==> src/rtl/square_anim_pkg.sv <==
// Shared types and constants for the square animator.
package square_anim_pkg;

    localparam int COORD_W = 11;

    typedef enum logic [2:0] {
        INIT,
        DRAW,
        DRAW_REL,
        WAIT_TICK,
        ERASE,
        ERASE_REL,
        UPDATE
    } state_t;

    localparam logic DIR_POS = 1'b0;
    localparam logic DIR_NEG = 1'b1;

endpackage

==> src/rtl/frame_tick_gen.sv <==
// Free-running move-tick generator: one-cycle pulse every FRAME_TICKS cycles.
module frame_tick_gen #(
    parameter int FRAME_TICKS = 833333
) (
    input  logic clk,
    input  logic reset,
    output logic tick
);

    localparam int CW = (FRAME_TICKS > 1) ? $clog2(FRAME_TICKS) : 1;
    localparam logic [CW-1:0] LAST = CW'(FRAME_TICKS - 1);

    logic [CW-1:0] count;

    // Count 0..FRAME_TICKS-1 and wrap, independent of the animator state.
    always_ff @(posedge clk) begin
        if (reset)              count <= '0;
        else if (count == LAST) count <= '0;
        else                    count <= count + 1'b1;
    end

    assign tick = (count == LAST);

endmodule

==> src/rtl/square_animator.sv <==
// Moves one square around the screen: per tick, erase the old position,
// step with edge bounce, then redraw, all through the drawer start/done handshake.
module square_animator
    import square_anim_pkg::*;
#(
    parameter int SIZE        = 10,
    parameter int SCREEN_W    = 640,
    parameter int SCREEN_H    = 480,
    parameter int FRAME_TICKS = 833333,
    parameter int STEP        = 1
) (
    input  logic               clk,
    input  logic               reset,
    input  logic               enable,
    input  logic               draw_done,
    output logic               draw_start,
    output logic [COORD_W-1:0] draw_x0,
    output logic [COORD_W-1:0] draw_y0,
    output logic               color,
    output logic [COORD_W-1:0] pos_x,
    output logic [COORD_W-1:0] pos_y,
    output logic               busy,
    output logic [15:0]        frame_count
);

    // Limits and step held at 12 bits so pos+STEP can never wrap in compares.
    localparam logic [COORD_W:0]   XMAX   = (COORD_W+1)'(SCREEN_W - 1 - SIZE);
    localparam logic [COORD_W:0]   YMAX   = (COORD_W+1)'(SCREEN_H - 1 - SIZE);
    localparam logic [COORD_W:0]   STEP_W = (COORD_W+1)'(STEP);
    localparam logic [COORD_W-1:0] STEP_C = COORD_W'(STEP);

    state_t state, state_next;
    logic   tick;
    logic   tick_pending;
    logic   first_draw;
    logic   dir_x, dir_y;
    logic   dir_x_next, dir_y_next;
    logic [COORD_W-1:0] pos_x_next, pos_y_next;

    frame_tick_gen #(.FRAME_TICKS(FRAME_TICKS)) u_tick (
        .clk   (clk),
        .reset (reset),
        .tick  (tick)
    );

    // The drawer derives its end corner from these, so pos must not move mid-pass.
    assign draw_x0 = pos_x;
    assign draw_y0 = pos_y;

    // State register.
    always_ff @(posedge clk) begin
        if (reset) state <= INIT;
        else       state <= state_next;
    end

    // Next-state and handshake outputs; every pass waits for done to clear
    // before the next start so a stale done is never mistaken for completion.
    always_comb begin
        state_next = state;
        draw_start = 1'b0;
        color      = 1'b1;
        busy       = 1'b1;
        case (state)
            INIT:      if (!draw_done) state_next = DRAW;
            DRAW: begin
                draw_start = 1'b1;
                if (draw_done) state_next = DRAW_REL;
            end
            DRAW_REL:  if (!draw_done) state_next = WAIT_TICK;
            WAIT_TICK: begin
                busy = 1'b0;
                if (tick_pending && enable) state_next = ERASE;
            end
            ERASE: begin
                draw_start = 1'b1;
                color      = 1'b0;
                if (draw_done) state_next = ERASE_REL;
            end
            ERASE_REL: begin
                color = 1'b0;
                if (!draw_done) state_next = UPDATE;
            end
            UPDATE:    state_next = DRAW;
            default:   state_next = INIT;
        endcase
    end

    // Ticks arriving while busy collapse into a single pending move.
    always_ff @(posedge clk) begin
        if (reset)                                        tick_pending <= 1'b0;
        else if (tick)                                    tick_pending <= 1'b1;
        else if (state == WAIT_TICK && state_next == ERASE) tick_pending <= 1'b0;
    end

    // Count completed moves; the initial draw after reset is not a move.
    always_ff @(posedge clk) begin
        if (reset) begin
            frame_count <= '0;
            first_draw  <= 1'b1;
        end else if (state == DRAW_REL && !draw_done) begin
            if (!first_draw) frame_count <= frame_count + 16'd1;
            first_draw <= 1'b0;
        end
    end

    // Bounce step for x: clamp to the edge and reverse when the step would cross it.
    always_comb begin
        pos_x_next = pos_x;
        dir_x_next = dir_x;
        if (dir_x == DIR_POS) begin
            if ({1'b0, pos_x} + STEP_W > XMAX) begin
                pos_x_next = XMAX[COORD_W-1:0];
                dir_x_next = DIR_NEG;
            end else begin
                pos_x_next = pos_x + STEP_C;
            end
        end else begin
            if ({1'b0, pos_x} < STEP_W) begin
                pos_x_next = '0;
                dir_x_next = DIR_POS;
            end else begin
                pos_x_next = pos_x - STEP_C;
            end
        end
    end

    // Bounce step for y, same rule against the bottom limit.
    always_comb begin
        pos_y_next = pos_y;
        dir_y_next = dir_y;
        if (dir_y == DIR_POS) begin
            if ({1'b0, pos_y} + STEP_W > YMAX) begin
                pos_y_next = YMAX[COORD_W-1:0];
                dir_y_next = DIR_NEG;
            end else begin
                pos_y_next = pos_y + STEP_C;
            end
        end else begin
            if ({1'b0, pos_y} < STEP_W) begin
                pos_y_next = '0;
                dir_y_next = DIR_POS;
            end else begin
                pos_y_next = pos_y - STEP_C;
            end
        end
    end

    // Position only changes in UPDATE, between the erase and draw passes.
    always_ff @(posedge clk) begin
        if (reset) begin
            pos_x <= '0;
            pos_y <= '0;
            dir_x <= DIR_POS;
            dir_y <= DIR_POS;
        end else if (state == UPDATE) begin
            pos_x <= pos_x_next;
            pos_y <= pos_y_next;
            dir_x <= dir_x_next;
            dir_y <= dir_y_next;
        end
    end

endmodule

==> config.mk <==
export PLATFORM = sky130hd
export DESIGN_NAME = square_animator
export DESIGN_NICKNAME = d
export VERILOG_FILES = /design/src/rtl/square_anim_pkg.sv /design/src/rtl/frame_tick_gen.sv /design/src/rtl/square_animator.sv
export SDC_FILE = /design/constraint.sdc
export NUM_CORES = 1
export LEC_CHECK = 0
export ABC_AREA = 0
export BUFFER_PORTS_ARGS = -buffer_cell sky130_fd_sc_hd__buf_2
export CORE_MARGIN = 2
export CORE_UTILIZATION = 40
export CTS_BUF_LIST = sky130_fd_sc_hd__clkbuf_4 sky130_fd_sc_hd__clkbuf_8
export DETAILED_ROUTE_END_ITERATION = 8
export GPL_TIMING_DRIVEN = 0
export PLACE_DENSITY_LB_ADDON = 0.25
export RECOVER_POWER = 25
export SLEW_MARGIN = 20
export SYNTH_ARGS = -nofsm -noshare
export SYNTH_HDL_FRONTEND = slang
export SYNTH_HIERARCHICAL = 1
export SYNTH_SLANG_ARGS = --single-unit
==> constraint.sdc <==
create_clock -name clk -period 2.7 [get_ports clk]
set_input_delay 0.135 -clock clk [delete_from_list [all_inputs] [get_ports clk]]
set_output_delay 0.135 -clock clk [all_outputs]
set_load 0.005 [all_outputs]
==> impl_results.md <==
* Drt total wl at approximately 11000 um
* HP Class: primary input to register
* Slew Limit Headroom at a little under three fifths
* VDD IR-drop max at about 0.00018 V
* Cell area after synthesis at ~4400 sq um
* Setup CP Type: register to register
* Placed cells at about 790
* Final hold vios at 0
* Die area at 11900 sq um
* Finish-stage setup viols at 0
* Grt met2 use at between 30% and 40%
* Sequential area share after synthesis at between 20 and 30%
* Clk pwr share at 42.6%
* Dpl hpwl at 8220 um
* Internal at between 1 and 1.5 mW
* Count of clock tree sinks at 65
* Commonest non-fill, non-tap cells in the layout: nor2_1, dfxtp_1, buf_2
* Post-route clock period utilization at around 97%
* Synth top area share at ~30%
* Seq pwr share at about 48%
* GPL Wtd Cong at 0.865
* Synth-to-layout area growth at 17.4%
* FMAX at ~0.38 GHz
* Yosys cell types at between 60 and 70
* # H-tree levels at 3
* All-Layer GR Usage at roughly a fifth
* # diodes at 0
* Commonest non-fill, non-tap cell in the layout: nor2_1
* # port buffers at 66
* Number of synthesized flops with an enable pin at 0
* Clock Pin Slew Worst Setup and Hold Paths at ~0.09 ns
* I/O Pins at 67
* Pre-CTS setup slack at -0.208 ns
* Total CTS buffers at 9
* WL/cell at 14.0 um
* Share of cells above drive strength 1 at about 20%
* Req. time, crit path at between 2 and 3 ns
* TritonCTS clock tree: built
* Setup ws final at between 0.09 and 0.1 ns
* Switching fraction of total power at 28.5%
* DR iter-0 viols at between 200 and 300
* Placed Area at 4910 sq um
* Worst-path maximum fanout at 10
* Vias at 4485
* Syn_area_per_cell at around 7.5 sq um
* Run status: finished, final reports clean
* # rows at 38
* Die Y at between 100 and 150 um
* GR met3 Demand/Resource at under 10%
* Worst Path Arrival at 2.80 ns
* Pins Over Slew Limit at 0
* Antenna violations before repair at 0
* Final #Nets at between 600 and 700
* Pwr Density at around 400 nW/um^2
* Post-Layout Inst Area at 5170 sq um
* Largest net degree at the start of global routing at 14
* DRC at 0
* Vias in the first global route at between 4k and 5k
* Combinational power share at under 10%
* Post-synth top area cell: dfxtp_1
* Multi-input logic area at about 2700 sq um
* Ys flop type: dfxtp_1
* Bufs on Longest Clock Path at 2
* # hold bufs at CTS at 0
* Clock latency reported for the late side of the worst-skew pair at 0.35 ns
* Layer carrying the most global-route usage: met2
* Die Span X at about 110 um
* Total core area at around 11000 sq um
* Critical Path End Type: register
* Post-synthesis cell count at just under 600
* Yosys reg bits at 65
* GRT Residual Overflow at 0
* P_leak at approximately 1.9 nW
* Via density at around 5.5
* NetSw at around 0.59 mW
* Clock skew at between 0.01 and 0.015 ns
* Tightest Pin Transition at 0.645 ns
* Minimum clock period at 2.61 ns
* Synth top area cells: dfxtp_1, nor2_1, a21oi_1
* Max_cap viols at 0
* First-pass GRT wire length at 18700 um
* # fillers at about 1.1k
* Reg area at about 1300 sq um
* Ys Warns at 6
* Starting Density at between 40% and 50%
* Fin util at 47.9%
* Syn_nets at between 600 and 700
* Startpoint types: register
* DRT antenna net count at 0
* Clock root cell: clkbuf_8
* Global-route met1 utilization at 27.3%
* Post-route insts no fill at about 810
* Drt pass-1 iters at 5
* Share of flip-flops with an asynchronous set or reset at 0%
-- cell type report --
class | count | area share (%)
buffer | 59 | 6.41
clock buffer | 9 | 2.39
clock inverter | 7 | 1.50
inverter | 20 | 1.45
multi-input combinational | 443 | 53.1
sequential | 65 | 25.3
tap | 140 | 3.38
timing repair buffer | 70 | 6.50
-- power groups by stage --
| stage | registers [mW] | logic, mW | clock network [mW] |
|---|---|---|---|
| after detailed placement | 1.01 | 0.196 | 0 |
| final | 0.990 | 0.201 | 0.885 |
| after global placement | 1.01 | 0.193 | 0 |
| after global routing | 0.994 | 0.228 | 0.943 |
| after CTS | 0.992 | 0.199 | 0.905 |
| after floorplan | 1.01 | 0.141 | 0 |
-- registers in the layout, indices dropped and copies added (netlist names) --
register	flops
u_tick/count	20
frame_count	16
draw_x0	11
draw_y0	11
state	3
dir_x	1
dir_y	1
first_draw	1
tick_pending	1
-- timing repair --
action | CTS | global route
setup endpoints to repair | 10 | 14
setup buffers | 0 | 4
resized for setup | 5 | 11
pin swaps | 0 | 1
-- per-layer routing --
metal,up-vias,share of wire (%),wire [um]
li1,2254,-,-
met1,2099,48,5460
met2,117,45,5160
met3,15,5.2,587
met4,0,1.3,144
met5,-,0,0
-- synthesized netlist by cell type, types with 7 or more instances --
library cell and instances:
xnor2_1 18, buf_4 26, nand2_1 51, nor2_1 81
xor2_1 11, nand4_1 9, ha_1 11, nor3_1 20
nor4_1 12, buf_2 7, or3_1 14, inv_1 19
and3_1 8, o21ai_0 31, dfxtp_1 65, a21oi_1 45
clkbuf_1 26, nand3_1 24
-- metrics by stage --
stage                     hold slack (ns)  total power [mW]  setup TNS, ns
after floorplan                     0.213              1.15              0
after global placement              0.386              1.21          -1.14
after detailed placement            0.396              1.21          -1.47
after CTS                         0.00975              2.10              0
after global routing               0.0164              2.16      -0.000749
final                              0.0102              2.07              0
-- cells by family (layout without fill, tap and decap cells) --
kind of cell / after synthesis / after routing / share of synthesized area (%)
flip-flops: 65 / 65 / 29.5
adder cells (fa/ha/maj): 11 / 11 / 3.12
multiplexers: 5 / 5 / 1.16
XOR/XNOR: 29 / 29 / 5.76
buffers and inverters: 79 / 165 / 9.14
AO/OA/AOI/OAI: 133 / 133 / 20.2
AND/OR/NAND/NOR: 265 / 265 / 31.1
-- worst paths after layout --
check,startpoint,end,slack [ns],depth (start not counted)
max reg2reg,draw_y0[0]$_SDFFE_PP0P_,draw_y0[2]$_SDFFE_PP0P_,0.09,10
min,reset,u_tick/count[16]$_SDFF_PP0_,0.01,2
max,draw_y0[0]$_SDFFE_PP0P_,draw_y0[2]$_SDFFE_PP0P_,0.09,10
min reg2reg,u_tick/count[19]$_SDFF_PP0_,u_tick/count[19]$_SDFF_PP0_,0.49,2
-- critical path: stages (launching register included) --
cell      delay [ns]
dfxtp_4         0.40
ha_1            0.18
buf_4           0.17
inv_1           0.10
o31ai_1         0.25
a21oi_1         0.10
or3_1           0.37
a311oi_4        0.42
or3_1           0.17
buf_4           0.18
a311oi_2        0.11
No activity file was read; power rests on OpenSTA's default activity.
